===== config.mk =====
export PLATFORM = sky130hd
export DESIGN_NAME = a2d_spi_resp_flat
export DESIGN_NICKNAME = d
export VERILOG_FILES = /design/src/rtl/a2d_spi_resp_if.sv /design/src/rtl/a2d_spi_resp.sv /design/src/flat_wrapper.sv
export SDC_FILE = /design/constraint.sdc
export NUM_CORES = 1
export LEC_CHECK = 0
export BUFFER_PORTS_ARGS = -buffer_cell sky130_fd_sc_hd__buf_2
export CAP_MARGIN = 10
export CELL_PAD_IN_SITES_DETAIL_PLACEMENT = 1
export CELL_PAD_IN_SITES_GLOBAL_PLACEMENT = 2
export CORE_MARGIN = 4
export CORE_UTILIZATION = 29
export CTS_BUF_LIST = sky130_fd_sc_hd__clkbuf_8
export DETAILED_ROUTE_END_ITERATION = 8
export PLACE_DENSITY = 0.82
export SETUP_SLACK_MARGIN = 0.2
export SYNTH_ARGS = -nofsm -noshare
export SYNTH_HDL_FRONTEND = slang
export SYNTH_SLANG_ARGS = --single-unit

===== constraint.sdc =====
create_clock -name clk -period 3.05 [get_ports clk]
set_input_delay 0.305 -clock clk [delete_from_list [all_inputs] [get_ports clk]]
set_output_delay 0.305 -clock clk [all_outputs]
set_load 0.02 [all_outputs]

===== src/rtl/a2d_spi_resp_if.sv =====
// SPI bus between the A2D master and the a2d_spi_resp responder.
// master: drives SS_n/SCLK/MOSI, receives MISO.
// slave:  receives SS_n/SCLK/MOSI, drives MISO.
interface a2d_spi_resp_if;
  logic SS_n;
  logic SCLK;
  logic MOSI;
  logic MISO;

  modport master (output SS_n, output SCLK, output MOSI, input MISO);
  modport slave  (input SS_n, input SCLK, input MOSI, output MISO);
endinterface


===== src/rtl/a2d_spi_resp.sv =====
// a2d_spi_resp: SPI responder for the A2D command/response protocol.
// Receives {2'b00, chnnl[2:0], 11'h000} MSB first and, in the same frame,
// returns the zero-extended result of the channel latched by the previous
// frame. All SPI pins are oversampled on clk; no logic runs on SCLK.
// Optional feature macro: A2D_DITHER_EN adds an LFSR dither (-2..+1, saturated)
// to the loaded result.
module a2d_spi_resp #(
  parameter int SYNC_STAGES = 2,
  parameter int RES_W       = 12
) (
  input  logic               clk,
  input  logic               rst_n,
  a2d_spi_resp_if.slave      spi,
  input  logic [8*RES_W-1:0] ana_vals,
  output logic               cmd_rcvd,
  output logic [2:0]         chnnl_rcvd,
  output logic               cmd_err,
  output logic               frm_err
);

  typedef enum logic {IDLE = 1'b0, SHIFT = 1'b1} state_t;

  // Synchronizer chains plus one extra flop each for edge detection
  logic [SYNC_STAGES-1:0] r_ss_sync, r_sclk_sync, r_mosi_sync;
  logic                   r_ss_d, r_sclk_d;
  logic                   w_ss_s, w_sclk_s, w_mosi_s;
  logic                   w_ss_fall, w_ss_rise, w_sclk_fall, w_sclk_rise;

  // Frame state
  state_t      r_state, w_state_next;
  logic [4:0]  r_bit_cnt, w_bit_cnt_next;
  logic [15:0] r_rx_shf, w_rx_shf_next;
  logic [15:0] r_tx_shf, w_tx_shf_next;
  logic        r_seen_rise, w_seen_rise_next;
  logic [2:0]  r_chnnl, w_chnnl_next;
  logic        r_cmd_rcvd, w_cmd_rcvd_next;
  logic        r_cmd_err, w_cmd_err_next;
  logic        r_frm_err, w_frm_err_next;
  logic        r_miso, w_miso_next;

  logic [RES_W-1:0] w_ana_sel;
  logic [RES_W-1:0] w_result;
  logic [15:0]      w_tx_load;

  // Pins are sampled into idle-level-reset synchronizers
  always_ff @(posedge clk) begin
    if (!rst_n) begin
      r_ss_sync   <= '1;
      r_sclk_sync <= '1;
      r_mosi_sync <= '0;
      r_ss_d      <= 1'b1;
      r_sclk_d    <= 1'b1;
    end else begin
      r_ss_sync   <= {r_ss_sync[SYNC_STAGES-2:0], spi.SS_n};
      r_sclk_sync <= {r_sclk_sync[SYNC_STAGES-2:0], spi.SCLK};
      r_mosi_sync <= {r_mosi_sync[SYNC_STAGES-2:0], spi.MOSI};
      r_ss_d      <= w_ss_s;
      r_sclk_d    <= w_sclk_s;
    end
  end

  assign w_ss_s      = r_ss_sync[SYNC_STAGES-1];
  assign w_sclk_s    = r_sclk_sync[SYNC_STAGES-1];
  assign w_mosi_s    = r_mosi_sync[SYNC_STAGES-1];
  assign w_ss_fall   = r_ss_d & ~w_ss_s;
  assign w_ss_rise   = ~r_ss_d & w_ss_s;
  assign w_sclk_fall = r_sclk_d & ~w_sclk_s;
  assign w_sclk_rise = ~r_sclk_d & w_sclk_s;

  assign w_ana_sel = ana_vals[RES_W*r_chnnl +: RES_W];

`ifdef A2D_DITHER_EN
  logic [15:0]      r_lfsr;
  logic [RES_W+1:0] w_dith_sum;

  // Fibonacci LFSR (taps 16,14,13,11) steps once per frame start
  always_ff @(posedge clk) begin
    if (!rst_n) begin
      r_lfsr <= 16'hACE1;
    end else if (w_ss_fall) begin
      r_lfsr <= {r_lfsr[14:0], r_lfsr[15] ^ r_lfsr[13] ^ r_lfsr[12] ^ r_lfsr[10]};
    end
  end

  // Two guard bits: top bit flags underflow, next bit flags overflow
  assign w_dith_sum = {2'b00, w_ana_sel} + {{RES_W{r_lfsr[1]}}, r_lfsr[1:0]};

  // Clamp the dithered value into the result range
  always_comb begin
    if (w_dith_sum[RES_W+1])
      w_result = '0;
    else if (w_dith_sum[RES_W])
      w_result = '1;
    else
      w_result = w_dith_sum[RES_W-1:0];
  end
`else
  assign w_result = w_ana_sel;
`endif

  assign w_tx_load = {{(16-RES_W){1'b0}}, w_result};

  // Frame state registers
  always_ff @(posedge clk) begin
    if (!rst_n) begin
      r_state     <= IDLE;
      r_bit_cnt   <= '0;
      r_rx_shf    <= '0;
      r_tx_shf    <= '0;
      r_seen_rise <= 1'b0;
      r_chnnl     <= '0;
      r_cmd_rcvd  <= 1'b0;
      r_cmd_err   <= 1'b0;
      r_frm_err   <= 1'b0;
      r_miso      <= 1'b0;
    end else begin
      r_state     <= w_state_next;
      r_bit_cnt   <= w_bit_cnt_next;
      r_rx_shf    <= w_rx_shf_next;
      r_tx_shf    <= w_tx_shf_next;
      r_seen_rise <= w_seen_rise_next;
      r_chnnl     <= w_chnnl_next;
      r_cmd_rcvd  <= w_cmd_rcvd_next;
      r_cmd_err   <= w_cmd_err_next;
      r_frm_err   <= w_frm_err_next;
      r_miso      <= w_miso_next;
    end
  end

  // Next-state: load on SS_n fall, shift on SCLK edges, commit on SS_n rise
  always_comb begin
    w_state_next     = r_state;
    w_bit_cnt_next   = r_bit_cnt;
    w_rx_shf_next    = r_rx_shf;
    w_tx_shf_next    = r_tx_shf;
    w_seen_rise_next = r_seen_rise;
    w_chnnl_next     = r_chnnl;
    w_cmd_rcvd_next  = 1'b0;
    w_cmd_err_next   = r_cmd_err;
    w_frm_err_next   = r_frm_err;
    case (r_state)
      IDLE: begin
        if (w_ss_fall) begin
          w_tx_shf_next    = w_tx_load;
          w_bit_cnt_next   = '0;
          w_seen_rise_next = 1'b0;
          w_state_next     = SHIFT;
        end
      end
      SHIFT: begin
        if (w_ss_rise) begin
          w_state_next = IDLE;
          if (r_bit_cnt == 5'd16) begin
            // Channel is latched even for a malformed command
            w_chnnl_next    = r_rx_shf[13:11];
            w_cmd_rcvd_next = 1'b1;
            if ((r_rx_shf[15:14] != 2'b00) || (r_rx_shf[10:0] != 11'h000))
              w_cmd_err_next = 1'b1;
          end else begin
            w_frm_err_next = 1'b1;
          end
        end else begin
          if (w_sclk_rise && (r_bit_cnt < 5'd16)) begin
            w_rx_shf_next    = {r_rx_shf[14:0], w_mosi_s};
            w_bit_cnt_next   = r_bit_cnt + 5'd1;
            w_seen_rise_next = 1'b1;
          end
          // MSB is already on MISO before the first fall, so that fall is skipped
          if (w_sclk_fall && r_seen_rise && (r_bit_cnt < 5'd16))
            w_tx_shf_next = {r_tx_shf[14:0], 1'b0};
        end
      end
      default: w_state_next = IDLE;
    endcase
    w_miso_next = (w_state_next == SHIFT) ? w_tx_shf_next[15] : 1'b0;
  end

  assign spi.MISO   = r_miso;
  assign cmd_rcvd   = r_cmd_rcvd;
  assign chnnl_rcvd = r_chnnl;
  assign cmd_err    = r_cmd_err;
  assign frm_err    = r_frm_err;

endmodule


===== src/flat_wrapper.sv =====
// flat-port wrapper written by rule: the top's interface ports become plain ports
module a2d_spi_resp_flat 
#(
  parameter int SYNC_STAGES = 2,
  parameter int RES_W       = 12
)
  (clk, rst_n, ana_vals, cmd_rcvd, chnnl_rcvd, cmd_err, frm_err, spi_SS_n, spi_SCLK, spi_MOSI, spi_MISO);
  a2d_spi_resp_if spi_i ();
  input  logic clk;
  input  logic rst_n;
  input  logic [8*RES_W-1:0] ana_vals;
  output logic cmd_rcvd;
  output logic [2:0] chnnl_rcvd;
  output logic cmd_err;
  output logic frm_err;
  input wire logic [$bits(spi_i.SS_n)-1:0] spi_SS_n;
  input wire logic [$bits(spi_i.SCLK)-1:0] spi_SCLK;
  input wire logic [$bits(spi_i.MOSI)-1:0] spi_MOSI;
  output wire logic [$bits(spi_i.MISO)-1:0] spi_MISO;
  assign spi_i.SS_n = spi_SS_n;
  assign spi_i.SCLK = spi_SCLK;
  assign spi_i.MOSI = spi_MOSI;
  assign spi_MISO = spi_i.MISO;
  a2d_spi_resp #(.SYNC_STAGES(SYNC_STAGES), .RES_W(RES_W)) u_core (.clk(clk), .rst_n(rst_n), .spi(spi_i), .ana_vals(ana_vals), .cmd_rcvd(cmd_rcvd), .chnnl_rcvd(chnnl_rcvd), .cmd_err(cmd_err), .frm_err(frm_err));
endmodule

==> results by group, run 1 <==
Die
  – Boundary pin count: 108
  – Row count: 36
  – Initial core utilization: 30.18%
  – Placeable core region: 9864 sq um
  – Horiz. Die Dim: 109.3 um
  – Die area: 11,950 sq um
  – Die Y: 109.3 um

Global routing
  – Number of antenna violations at the first check in global routing: 0
  – Via count of the first global-routing pass: 2,879
  – Wire length of the first global-routing pass: 14.15 mm
  – Pin count of the biggest net entering global routing: 55
  – Gr ovfl total: 0
  – Overall routing resource usage: 14.81%

STA
  – Min cycle time layout: 2.101 ns
  – Fin. max-slew vios: 0
  – Worst hold slack after final layout: 0.1700 ns
  – Upper clock frequency limit: 476.1 MHz
  – Relative slew slack: 35.85%
  – Final Setup Violations: 0
  – Final period util: 68.87%
  – Clock skew: 0.01344 ns
  – Number of hold-slack violations in the final timing report: 0
  – Setup total negative slack: 0 ns
  – Fin worst setup slack: 0.9494 ns
  – Slew at the pin closest to its max-slew limit: 0.9602 ns
  – RSZ-0062 raised after global routing: no

Worst setup path
  – Number of buffers and inverters on the critical path: 0
  – Worst Reg2Reg Path Length in Cells: 3
  – Cell type group with the largest total delay on the critical path: simple AND/OR/NAND/NOR gates
  – Arrival time at the worst endpoint: 2.31 ns
  – Startpoint Class: register
  – Data required time at the worst endpoint: 3.26 ns
  – Crit-path cells: nor2b_1 -> a22oi_1 -> a32o_1
  – Crit. End Element: register
  – Logic depth of the worst setup path including buffers: 3
  – Maximum single-stage delay on the critical path: 0.82 ns
  – Worst Path Max Fanout: 11
  – Library cell contributing the largest single delay on the critical path: nor2b_1
  – Type of the worst setup path: register to register

Placement
  – Count of input and output buffers: 107
  – Gpl congestion: 0.7325
  – Post-placement setup slack: 0.9806 ns
  – Area after detailed placement: 3591 sq um
  – Final HPWL DP: 6.559 mm

Power
  – Combinational Power Share: 10.9%
  – Internal cell power: 0.9671 mW
  – NetSw: 0.3250 mW
  – Leakage Power: 1.469 nW
  – Areal power density over the cells: 350.5 nW/um^2
  – VDD IR-drop max: 0.0001695 V
  – Switching portion of total power: 25.15%
  – Clock share of power: 33.3%
  – Portion of total power attributed to sequential cells: 55.9%

CTS
  – TritonCTS Buffers: 5
  – Number of buffers inserted to repair setup after CTS: 0
  – Cell chosen for the clock root: clkbuf_8
  – Maximum clock path buffer count: 2
  – Clock tree from TritonCTS: yes
  – Clock tree sinks: 54
  – Clock-pin transition on the worst setup and hold timing paths: 0.11 ns
  – Number of gates given a new drive strength after cts: 0
  – Insertion delay of the later-clocked pin in the worst-skew pair: 0.31 ns
  – CTS HTree Levels: 2
  – Number of hold buffers added after CTS: 0

Synthesis
  – Synth top cells by count: mux2i_1 (56), nand2_1 (55), dfxtp_1 (54), a21boi_0 (22), clkbuf_1 (19)
  – Netlist Area Pre-Place: 2977 sq um
  – Post-synth top area cell: dfxtp_1
  – Number of enable flip-flop cells after synthesis: 0
  – Biggest area contributors in the synthesized netlist: dfxtp_1 (36%), mux2i_1 (19%), nand2_1 (6.9%), a21boi_0 (5.5%), a32o_1 (3.7%)
  – Dominant register cell in the synthesized netlist: dfxtp_1
  – Portion of synthesized cell area occupied by the leading cell type: 36.32%
  – Synth async-reset ratio: 0%
  – Yosys warnings: 0
  – Number of instances in the synthesized netlist: 330
  – Dominant cell by count in the synthesized netlist: mux2i_1
  – Sequential element share of the synthesized area: 36.32%
  – Distinct cells, synth: 34
  – Post-synth net total: 433
  – Mapped Avg Cell Area: 9.020 sq um
  – Yosys reg bits: 54

Detailed routing
  – Total via count after detailed routing: 2,708
  – DR WL/cell: 15.67 um
  – Final WL: 8.715 mm
  – Number of remaining DRC errors: 0
  – Final ANT Viol Nets: 0
  – 1st-pass router iterations: 4
  – Initial detailed-routing violation count: 107
  – Vias per cell: 4.871

Finish
  – Sequential cell area: 1082 sq um
  – Proportion of layout cells with a drive suffix above 1: 30.97%
  – Number of nets in the layout: 525
  – Post-layout instance area: 3686 sq um
  – Post-synthesis to final-layout area growth: 23.83%
  – Diode insertion count for antenna repair: 0
  – Total area of multi-input combinational cells: 1747 sq um
  – Fillers: 1,196

Run status
  – Outcome: finished clean

Worst hold path
  – Instance count along the most critical hold path: 2
  – Path category of the worst min-delay check: input port to register

Run
  – Maximum capacitance violations: 0
power groups by stage:
| stage | sequential, mW | combinational, mW | clock (mW) |
|---|---|---|---|
| final | 0.722 | 0.141 | 0.430 |
| after floorplan | 0.736 | 0.0630 | 0 |
| after global placement | 0.738 | 0.140 | 0 |
| after CTS | 0.722 | 0.143 | 0.451 |
| after detailed placement | 0.738 | 0.143 | 0 |
| after global routing | 0.724 | 0.158 | 0.478 |
routing by layer:
metal / part of all wire [%] / wire, um / global-route usage, % / vias up
met3: 3.6 / 311 / 2.408 / 5
met5: 0 / 0 / 0 / -
met4: 0.78 / 68 / 2.671 / 0
met2: 51 / 4412 / 26.10 / 47
li1: - / - / - / 1356
met1: 45 / 3922 / 19.28 / 1300
path summary, 6_finish.rpt:
check / startpoint / end / slack [ns]
max: u_core.chnnl_rcvd[1] / u_core.r_tx_shf[2] / 0.95
min: spi_SS_n / u_core.r_ss_sync[0] / 0.17
max reg2reg: u_core.chnnl_rcvd[1] / u_core.r_tx_shf[2] / 0.95
min reg2reg: u_core.r_ss_sync[0] / u_core.r_ss_sync[1] / 0.43
cells in the final DEF, fill, tap and decap left out, types with 2 or more instances in the layout:
cell and instances:
a21boi_0 22, a21oi_1 5, a22oi_1 11, a31oi_1 8, a32o_1 11, and2_1 4
and3_1 3, buf_2 107, buf_4 4, clkbuf_8 5, dfxtp_1 53, ha_1 2
inv_1 8, inv_6 2, mux2_4 5, mux2i_1 56, mux4_2 2, nand2_1 55
nand2b_1 7, nand3_1 10, nand4_1 4, nor2_1 9, nor2b_1 12, nor3_1 2
nor4_1 3, o21a_1 2
flip-flops by register name, indices dropped and copies added, names as in the netlist, 2 cells and up:
signal / count
u_core.r_mosi_sync: 2
u_core.r_sclk_sync: 2
u_core.r_ss_sync: 2
u_core.r_rx_shf: 16
u_core.chnnl_rcvd: 3
u_core.r_tx_shf: 16
u_core.r_bit_cnt: 5
area by class of cell:
type                            instances  share of cell area [%]
Clock inverter                          3                  0.7128
Sequential cell                        54                   29.36
Multi-Input combinational cell        242                   47.39
Timing Repair Buffer                  111                   15.34
Tap cell                              133                   4.515
Inverter                                8                  0.8147
Clock buffer                            5                   1.867
stage by stage:
stage,instances,util (%),total power [mW]
5_1_grt,556,37.37,1.360
2_1_floorplan,330,-,0.7992
4_1_cts,556,37.37,1.316
3_3_place_gp,548,36.40,0.8777
3_5_place_dp,548,36.40,0.8806
6_report,556,37.37,1.292
cell families after synthesis:
family                   Yosys count  synth area share [%]
multiplexers                      63                 22.87
flip-flops                        54                 36.32
adder cells (fa/ha/maj)            2                0.8406
AO/OA/AOI/OAI                     60                 15.26
XOR/XNOR                           1                0.2943
AND/OR/NAND/NOR                  116                 19.42
buffers and inverters             34                 5.002
(Power assumes the default switching activity.)
==> inputs of run 2 (changes only) <==
Settings changed: ABC_AREA set to 1, CORE_UTILIZATION 29 to 26, PLACE_DENSITY 0.82 to 0.84.
Clock period 3.05 ns to 2.2 ns, I/O delays scaled along.
==> results by group, run 2 <==
STA
  – Clock skew: 0.005905 ns (was 0.01344 ns)
  – Slew at the pin closest to its max-slew limit: 0.8780 ns (was 0.9602 ns)
  – Min cycle time layout: 1.637 ns (was 2.101 ns)
  – Final Setup Violations: 0 (unchanged)
  – Upper clock frequency limit: 610.9 MHz (was 476.1 MHz)
  – Final period util: 74.41% (was 68.87%)
  – Relative slew slack: 41.40% (was 35.85%)
  – Number of hold-slack violations in the final timing report: 0 (unchanged)
  – Fin. max-slew vios: 0 (unchanged)
  – Setup total negative slack: 0 ns (unchanged)
  – RSZ-0062 raised after global routing: no (unchanged)

Detailed routing
  – Initial detailed-routing violation count: 126 (was 107)
  – Wire length on met2: 4.902 mm (was 4.412 mm)
  – Final ANT Viol Nets: 0 (unchanged)
  – Length of routed met3 wiring: 468 um (was 311 um)
  – DR WL/cell: 13.37 um (was 15.67 um)
  – Final WL: 10.12 mm (was 8.715 mm)
  – Vias per cell: 4.579 (was 4.871)
  – Number of remaining DRC errors: 0 (unchanged)
  – Top sig layer: met4 (unchanged)
  – Total via count after detailed routing: 3,466 (was 2,708)
  – Routed metal-1 wirelength: 4.666 mm (was 3.922 mm)
  – 1st-pass router iterations: 4 (unchanged)

Global routing
  – Overall routing resource usage: 14.46% (was 14.81%)
  – Pin count of the biggest net entering global routing: 51 (was 55)
  – Via count of the first global-routing pass: 3,611 (was 2,879)
  – Gr ovfl total: 0 (unchanged)
  – Wire length of the first global-routing pass: 17.06 mm (was 14.15 mm)
  – Number of antenna violations at the first check in global routing: 0 (unchanged)

Run status
  – Outcome: finished clean (unchanged)

Synthesis
  – Yosys reg bits: 54 (unchanged)
  – Mapped Avg Cell Area: 5.996 sq um (was 9.020 sq um)
  – Post-synth top area cell: dfxtp_1 (unchanged)
  – Dominant cell by count in the synthesized netlist: nand2_1 (was mux2i_1)
  – Netlist Area Pre-Place: 3148 sq um (was 2977 sq um)
  – Sequential element share of the synthesized area: 34.34% (was 36.32%)
  – Portion of synthesized cell area occupied by the leading cell type: 34.34% (was 36.32%)
  – Synth top cells by count: nand2_1 (230), inv_1 (60), nand3_1 (56), dfxtp_1 (54), a21oi_1 (35) (was mux2i_1 (56), nand2_1 (55), dfxtp_1 (54), a21boi_0 (22), clkbuf_1 (19))
  – Distinct cells, synth: 24 (was 34)
  – Dominant register cell in the synthesized netlist: dfxtp_1 (unchanged)
  – Post-synth net total: 628 (was 433)
  – Biggest area contributors in the synthesized netlist: dfxtp_1 (34%), nand2_1 (27%), nand3_1 (8.9%), inv_1 (7.2%), a21oi_1 (5.6%) (was dfxtp_1 (36%), mux2i_1 (19%), nand2_1 (6.9%), a21boi_0 (5.5%), a32o_1 (3.7%))
  – Number of enable flip-flop cells after synthesis: 0 (unchanged)
  – Number of instances in the synthesized netlist: 525 (was 330)
  – Yosys warnings: 0 (unchanged)
  – Synth async-reset ratio: 0% (unchanged)

Worst setup path
  – Worst Path Max Fanout: 48 (was 11)
  – Crit. End Element: register (unchanged)
  – Startpoint Class: register (unchanged)
  – Register-to-register setup slack: 0.56 ns (was 0.95 ns)
  – Worst Setup SP: u_core.chnnl_rcvd[0] (was u_core.chnnl_rcvd[1])
  – RR Startpoint: u_core.chnnl_rcvd[0] (was u_core.chnnl_rcvd[1])
  – Data required time at the worst endpoint: 2.43 ns (was 3.26 ns)
  – Type of the worst setup path: register to register (unchanged)
  – Last element of the critical path: u_core.r_tx_shf[9] (was u_core.r_tx_shf[2])
  – Worst Reg2Reg Path Length in Cells: 7 (was 3)
  – Critical R2R Capture: u_core.r_tx_shf[9] (was u_core.r_tx_shf[2])
  – Arrival time at the worst endpoint: 1.87 ns (was 2.31 ns)

Power
  – Leakage Power: 1.978 nW (was 1.469 nW)
  – Areal power density over the cells: 508.3 nW/um^2 (was 350.5 nW/um^2)
  – VDD IR-drop max: 0.0002283 V (was 0.0001695 V)

CTS
  – Clock tree sinks: 54 (unchanged)
  – Insertion delay of the later-clocked pin in the worst-skew pair: 0.31 ns (about the same)
  – Clock tree from TritonCTS: yes (unchanged)
  – CTS HTree Levels: 2 (unchanged)
  – Number of hold buffers added after CTS: 0 (unchanged)
  – Cell chosen for the clock root: clkbuf_8 (unchanged)
  – TritonCTS Buffers: 5 (unchanged)
  – Maximum clock path buffer count: 2 (unchanged)
  – Clock-pin transition on the worst setup and hold timing paths: 0.10 ns (was 0.11 ns)

Finish
  – Sequential cell area: 1082 sq um (unchanged)
  – Fillers: 1,554 (was 1,196)
  – Registers with the highest flip-flop counts: u_core.r_rx_shf: 16 flops, u_core.r_tx_shf: 16 flops, u_core.r_bit_cnt: 5 flops (unchanged)
  – Most common cell after layout, fill and taps aside: nand2_1 (was buf_2)
  – Total area of multi-input combinational cells: 1647 sq um (was 1747 sq um)
  – Diode insertion count for antenna repair: 0 (unchanged)
  – Core Util, Final: 32.89% (was 37.37%)
  – Proportion of layout cells with a drive suffix above 1: 21.66% (was 30.97%)
  – Post-synthesis to final-layout area growth: 21.34% (was 23.83%)
  – Number of nets in the layout: 716 (was 525)
  – Top library cells by usage in the layout, fill and taps aside: nand2_1 (230), buf_2 (107), inv_1 (60) (was buf_2 (107), mux2i_1 (56), nand2_1 (55))

Die
  – Die Y: 118.0 um (was 109.3 um)
  – Horiz. Die Dim: 118.0 um (was 109.3 um)
  – Initial core utilization: 27.11% (was 30.18%)
  – Placeable core region: 11,610 sq um (was 9864 sq um)
  – Row count: 39 (was 36)
  – Die area: 13,930 sq um (was 11,950 sq um)
  – Boundary pin count: 108 (unchanged)

Worst hold path
  – Path category of the worst min-delay check: input port to register (unchanged)

Placement
  – Count of input and output buffers: 107 (unchanged)
  – Gpl congestion: 0.7516 (was 0.7325)
  – Final HPWL DP: 7.750 mm (was 6.559 mm)

Run
  – Maximum capacitance violations: 0 (unchanged)
## run 2: cell count changes after synthesis, sizes merged, moves of 17 or more
cell / delta
nand2: +177
mux2i: -56
inv: +54
nand3: +46
a21oi: +30
a21boi: -22
o21ai: +22
buf: +17
## run 2: area by class of cell
type / instances / share of cell area [%]
Multi-Input combinational cell: 379 / 43.11
Sequential cell: 54 / 28.33
Timing Repair Buffer: 111 / 14.81
Inverter: 62 / 6.092
Tap cell: 143 / 4.684
Clock buffer: 5 / 1.802
Clock inverter: 3 / 1.179
## run 2: worst max-delay path: stages (launching register included)
cell     delay (ns)
dfxtp_2        0.33
inv_2          0.53
nand2_1        0.12
nand2_1        0.12
nand2_1        0.06
nand3_1        0.17
nand3_1        0.09
a21oi_1        0.12
## run 2: power by group
part | internal, mW | total, mW | switching, mW
Clock | 0.339 | 0.676 | 0.337
Combinational | 0.118 | 0.251 | 0.134
Sequential | 1.00 | 1.01 | 0.0131
## run 2: metal layers
layer | global-route usage, % | vias to the layer above
met1 | 18.81 | 1604
met3 | 2.114 | 7
met4 | 2.857 | 0
li1 | - | 1788
met5 | 0 | -
met2 | 25.44 | 67
## run 2: repair_timing
action | CTS | global route
resized for setup | 0 | 1
endpoints found under the setup margin | 0 | 1
buffers inserted | 0 | 0
## run 2: kinds of logic after synthesis
logic type	count (synthesis)	synth area share, %
buffers and inverters	92	13.51
flip-flops	54	34.34
XOR/XNOR	1	0.2783
adder cells (fa/ha/maj)	2	0.7948
AO/OA/AOI/OAI	60	9.738
AND/OR/NAND/NOR	316	41.34
## run 2: worst min path at each step
| stage | from | to | slack, ns | cells after the start |
|---|---|---|---|---|
| 6_report | spi_MOSI | u_core.r_mosi_sync[0] | 0.09 | 3 |
| 5_1_grt | spi_SS_n | u_core.r_ss_sync[0] | 0.07 | 2 |
| 4_1_cts | spi_MOSI | u_core.r_mosi_sync[0] | 0.08 | 3 |
| 3_5_place_dp | u_core.r_sclk_sync[0] | u_core.r_sclk_sync[1] | 0.40 | 1 |
| 3_3_place_gp | u_core.r_sclk_sync[0] | u_core.r_sclk_sync[1] | 0.40 | 1 |
| 2_1_floorplan | spi_MOSI | u_core.r_mosi_sync[0] | 0.32 | 2 |
## run 2: per-stage QoR
stage / cells / hold WS, ns / instance area, sq um / setup WS [ns] / power, mW
after floorplan: 525 / 0.3176 / 3148 / 0.8781 / 1.167
after CTS: 757 / 0.07891 / 3815 / 0.4692 / 1.967
after global placement: 749 / 0.3992 / 3701 / 0.5932 / 1.287
final: 757 / 0.09154 / 3820 / 0.5630 / 1.942
after detailed placement: 749 / 0.4018 / 3701 / 0.4883 / 1.291
after global routing: 757 / 0.07133 / 3820 / 0.3769 / 2.044
==> inputs of run 3 (changes only) <==
Clock period 2.2 ns to 1.6 ns, I/O delays scaled along.
==> results by group, run 3 (same netlist as run 2, synthesis figures left out) <==
Run status
  – Outcome: finished clean (unchanged)

Die
  – Initial core utilization: 27.11% (unchanged)
  – Die area: 13,930 sq um (unchanged)
  – Horiz. Die Dim: 118.0 um (unchanged)
  – Boundary pin count: 108 (unchanged)
  – Placeable core region: 11,610 sq um (unchanged)
  – Row count: 39 (unchanged)
  – Die Y: 118.0 um (unchanged)

STA
  – Relative slew slack: 62.38% (was 41.40%)
  – Worst hold slack after final layout: 0.02183 ns (was 0.09154 ns)
  – Clock skew: 0.008962 ns (was 0.005905 ns)
  – Fin. max-slew vios: 0 (unchanged)
  – Setup total negative slack: 0 ns (unchanged)
  – Fin worst setup slack: 0.2986 ns (was 0.5630 ns)
  – Final Setup Violations: 0 (unchanged)
  – Final period util: 81.34% (was 74.41%)
  – Upper clock frequency limit: 768.4 MHz (was 610.9 MHz)
  – RSZ-0062 raised after global routing: no (unchanged)
  – Number of hold-slack violations in the final timing report: 0 (unchanged)
  – Min cycle time layout: 1.301 ns (was 1.637 ns)
  – Slew at the pin closest to its max-slew limit: 0.5637 ns (was 0.8780 ns)

Placement
  – Final HPWL DP: 7.930 mm (was 7.750 mm)
  – Gpl congestion: 0.8240 (was 0.7516)
  – Post-placement setup slack: 0.1276 ns (was 0.4883 ns)
  – Count of input and output buffers: 107 (unchanged)

CTS
  – Maximum clock path buffer count: 2 (unchanged)
  – Cell chosen for the clock root: clkbuf_8 (unchanged)
  – Clock tree sinks: 54 (unchanged)
  – CTS HTree Levels: 2 (unchanged)
  – Clock-pin transition on the worst setup and hold timing paths: 0.11 ns (was 0.10 ns)
  – Clock tree from TritonCTS: yes (unchanged)
  – TritonCTS Buffers: 5 (unchanged)
  – Insertion delay of the later-clocked pin in the worst-skew pair: 0.31 ns (about the same)

Worst setup path
  – Crit. End Element: register (unchanged)
  – Type of the worst setup path: register to register (unchanged)
  – RR Startpoint: u_core.r_bit_cnt[0] (was u_core.chnnl_rcvd[0])
  – Crit-path cells: inv_1 -> ha_1 -> nand3_1 -> nor2_4 -> buf_4 -> o21ai_0 -> a21oi_1 (was inv_2 -> nand2_1 -> nand2_1 -> nand2_1 -> nand3_1 -> nand3_1 -> a21oi_1)
  – Library cell contributing the largest single delay on the critical path: dfxtp_1 (was inv_2)
  – Worst Path Max Fanout: 5 (was 48)
  – Worst Setup SP: u_core.r_bit_cnt[0] (was u_core.chnnl_rcvd[0])
  – Number of buffers and inverters on the critical path: 2 (was 1)
  – Register-to-register setup slack: 0.30 ns (was 0.56 ns)
  – Maximum single-stage delay on the critical path: 0.40 ns (was 0.53 ns)
  – Cell type group with the largest total delay on the critical path: flip-flops (was simple AND/OR/NAND/NOR gates)
  – Worst Reg2Reg Path Length in Cells: 7 (unchanged)
  – Data required time at the worst endpoint: 1.80 ns (was 2.43 ns)
  – Critical R2R Capture: u_core.chnnl_rcvd[1] (was u_core.r_tx_shf[9])
  – Startpoint Class: register (unchanged)
  – Arrival time at the worst endpoint: 1.50 ns (was 1.87 ns)

Run
  – Maximum capacitance violations: 0 (unchanged)

Detailed routing
  – Final ANT Viol Nets: 0 (unchanged)
  – Initial detailed-routing violation count: 77 (was 126)
  – DR WL/cell: 13.53 um (was 13.37 um)
  – Vias per cell: 4.564 (was 4.579)
  – Number of remaining DRC errors: 0 (unchanged)
  – Total via count after detailed routing: 3,519 (was 3,466)
  – 1st-pass router iterations: 4 (unchanged)
  – Final WL: 10.43 mm (was 10.12 mm)

Power
  – Leakage Power: 2.076 nW (was 1.978 nW)
  – PnR Total Power: 2.540 mW (was 1.942 mW)
  – VDD IR-drop max: 0.0005090 V (was 0.0002283 V)
  – Areal power density over the cells: 635.6 nW/um^2 (was 508.3 nW/um^2)

Global routing
  – Overall routing resource usage: 14.47% (was 14.46%)
  – Number of antenna violations at the first check in global routing: 0 (unchanged)
  – Via count of the first global-routing pass: 3,596 (was 3,611)
  – Wire length of the first global-routing pass: 16.91 mm (was 17.06 mm)
  – Gr ovfl total: 0 (unchanged)
  – Pin count of the biggest net entering global routing: 42 (was 51)

Worst hold path
  – Launch point of the worst hold path: spi_MOSI (unchanged)
  – Instance count along the most critical hold path: 3 (unchanged)
  – Hold Path End: u_core.r_mosi_sync[0] (unchanged)
  – Path category of the worst min-delay check: input port to register (unchanged)

Finish
  – Top library cells by usage in the layout, fill and taps aside: nand2_1 (229), buf_2 (107), inv_1 (60) (was nand2_1 (230), buf_2 (107), inv_1 (60))
  – Diode insertion count for antenna repair: 0 (unchanged)
  – Post-synthesis to final-layout area growth: 26.95% (was 21.34%)
  – Most common cell after layout, fill and taps aside: nand2_1 (unchanged)
  – Proportion of layout cells with a drive suffix above 1: 24.04% (was 21.66%)
  – Registers with the highest flip-flop counts: u_core.r_rx_shf: 16 flops, u_core.r_tx_shf: 16 flops, u_core.r_bit_cnt: 5 flops (unchanged)
  – Number of nets in the layout: 730 (was 716)
  – Fillers: 1,573 (was 1,554)
[run 3: cell count changes in the layout (fill, tap and decap cells not counted), sizes merged]
| cell | previous run | this run |
|---|---|---|
| buf | 111 | 123 |
| bufinv | 1 | 0 |
| clkbuf | 5 | 7 |
| clkinv | 0 | 1 |
| clkinvlp | 2 | 1 |
| inv | 62 | 63 |
[run 3: worst max path at each step]
| stage | slack (ns) | depth (start not counted) | end |
|---|---|---|---|
| 2_1_floorplan | 0.28 | 8 | u_core.r_tx_shf[4] |
| 3_3_place_gp | 0.22 | 7 | u_core.r_tx_shf[5] |
| 3_5_place_dp | 0.13 | 5 | u_core.r_tx_shf[15] |
| 4_1_cts | 0.23 | 8 | u_core.r_rx_shf[3] |
| 5_1_grt | 0.20 | 9 | u_core.r_tx_shf[3] |
| 6_report | 0.30 | 7 | u_core.chnnl_rcvd[1] |
[run 3: power breakdown]
| group | leakage, nW | total, mW | switching, mW | internal (mW) |
|---|---|---|---|---|
| registers | 0.439 | 1.39 | 0.0186 | 1.38 |
| logic | 1.59 | 0.359 | 0.190 | 0.169 |
| clock network | 0.0447 | 0.786 | 0.469 | 0.317 |
| total | 2.08 | 2.54 | 0.678 | 1.86 |
[run 3: area by class of cell]
cell class / instances / area [sq um] / share of cell area, %
Inverter: 62 / 237.7 / 5.949
Timing Repair Buffer: 125 / 733.2 / 18.35
Clock buffer: 5 / 68.82 / 1.722
Sequential cell: 54 / 1086 / 27.18
Tap cell: 143 / 178.9 / 4.477
Multi-Input combinational cell: 379 / 1667 / 41.70
Clock inverter: 3 / 25.02 / 0.6262
[run 3: timing repair]
action                     CTS  global route
setup buffers                2             2
gates resized for setup      2            17
pin swaps                    1             3
hold endpoints to repair     0             0
setup endpoints to repair    7            38
hold buffers                 0             0
cloned                       0             2
[run 3: layer usage]
metal  up-vias  global-route usage (%)  part of all wire, %  wire (um)
met3         7                   2.451                  4.1        430
met1      1637                   18.15                   46       4748
li1       1813                       -                    -          -
met2        62                   25.87                   49       5148
met4         0                   3.223                 0.98        102
met5         -                       0                    0          0
[run 3: stage by stage]
| step | util [%] | cells | area, sq um |
|---|---|---|---|
| 2_1_floorplan | - | 525 | 3148 |
| 3_3_place_gp | 32.49 | 757 | 3774 |
| 3_5_place_dp | 32.49 | 757 | 3774 |
| 4_1_cts | 33.61 | 767 | 3904 |
| 5_1_grt | 34.41 | 771 | 3996 |
| 6_report | 34.41 | 771 | 3996 |
[run 3: worst register-to-register path, delay by kind of cell (launching register included)]
| kind | cells | cell delay (ns) |
|---|---|---|
| AO/OA/AOI/OAI | 2 | 0.20 |
| adder cells (fa/ha/maj) | 1 | 0.19 |
| AND/OR/NAND/NOR | 2 | 0.20 |
| buffers and inverters | 2 | 0.19 |
| flip-flops | 1 | 0.40 |
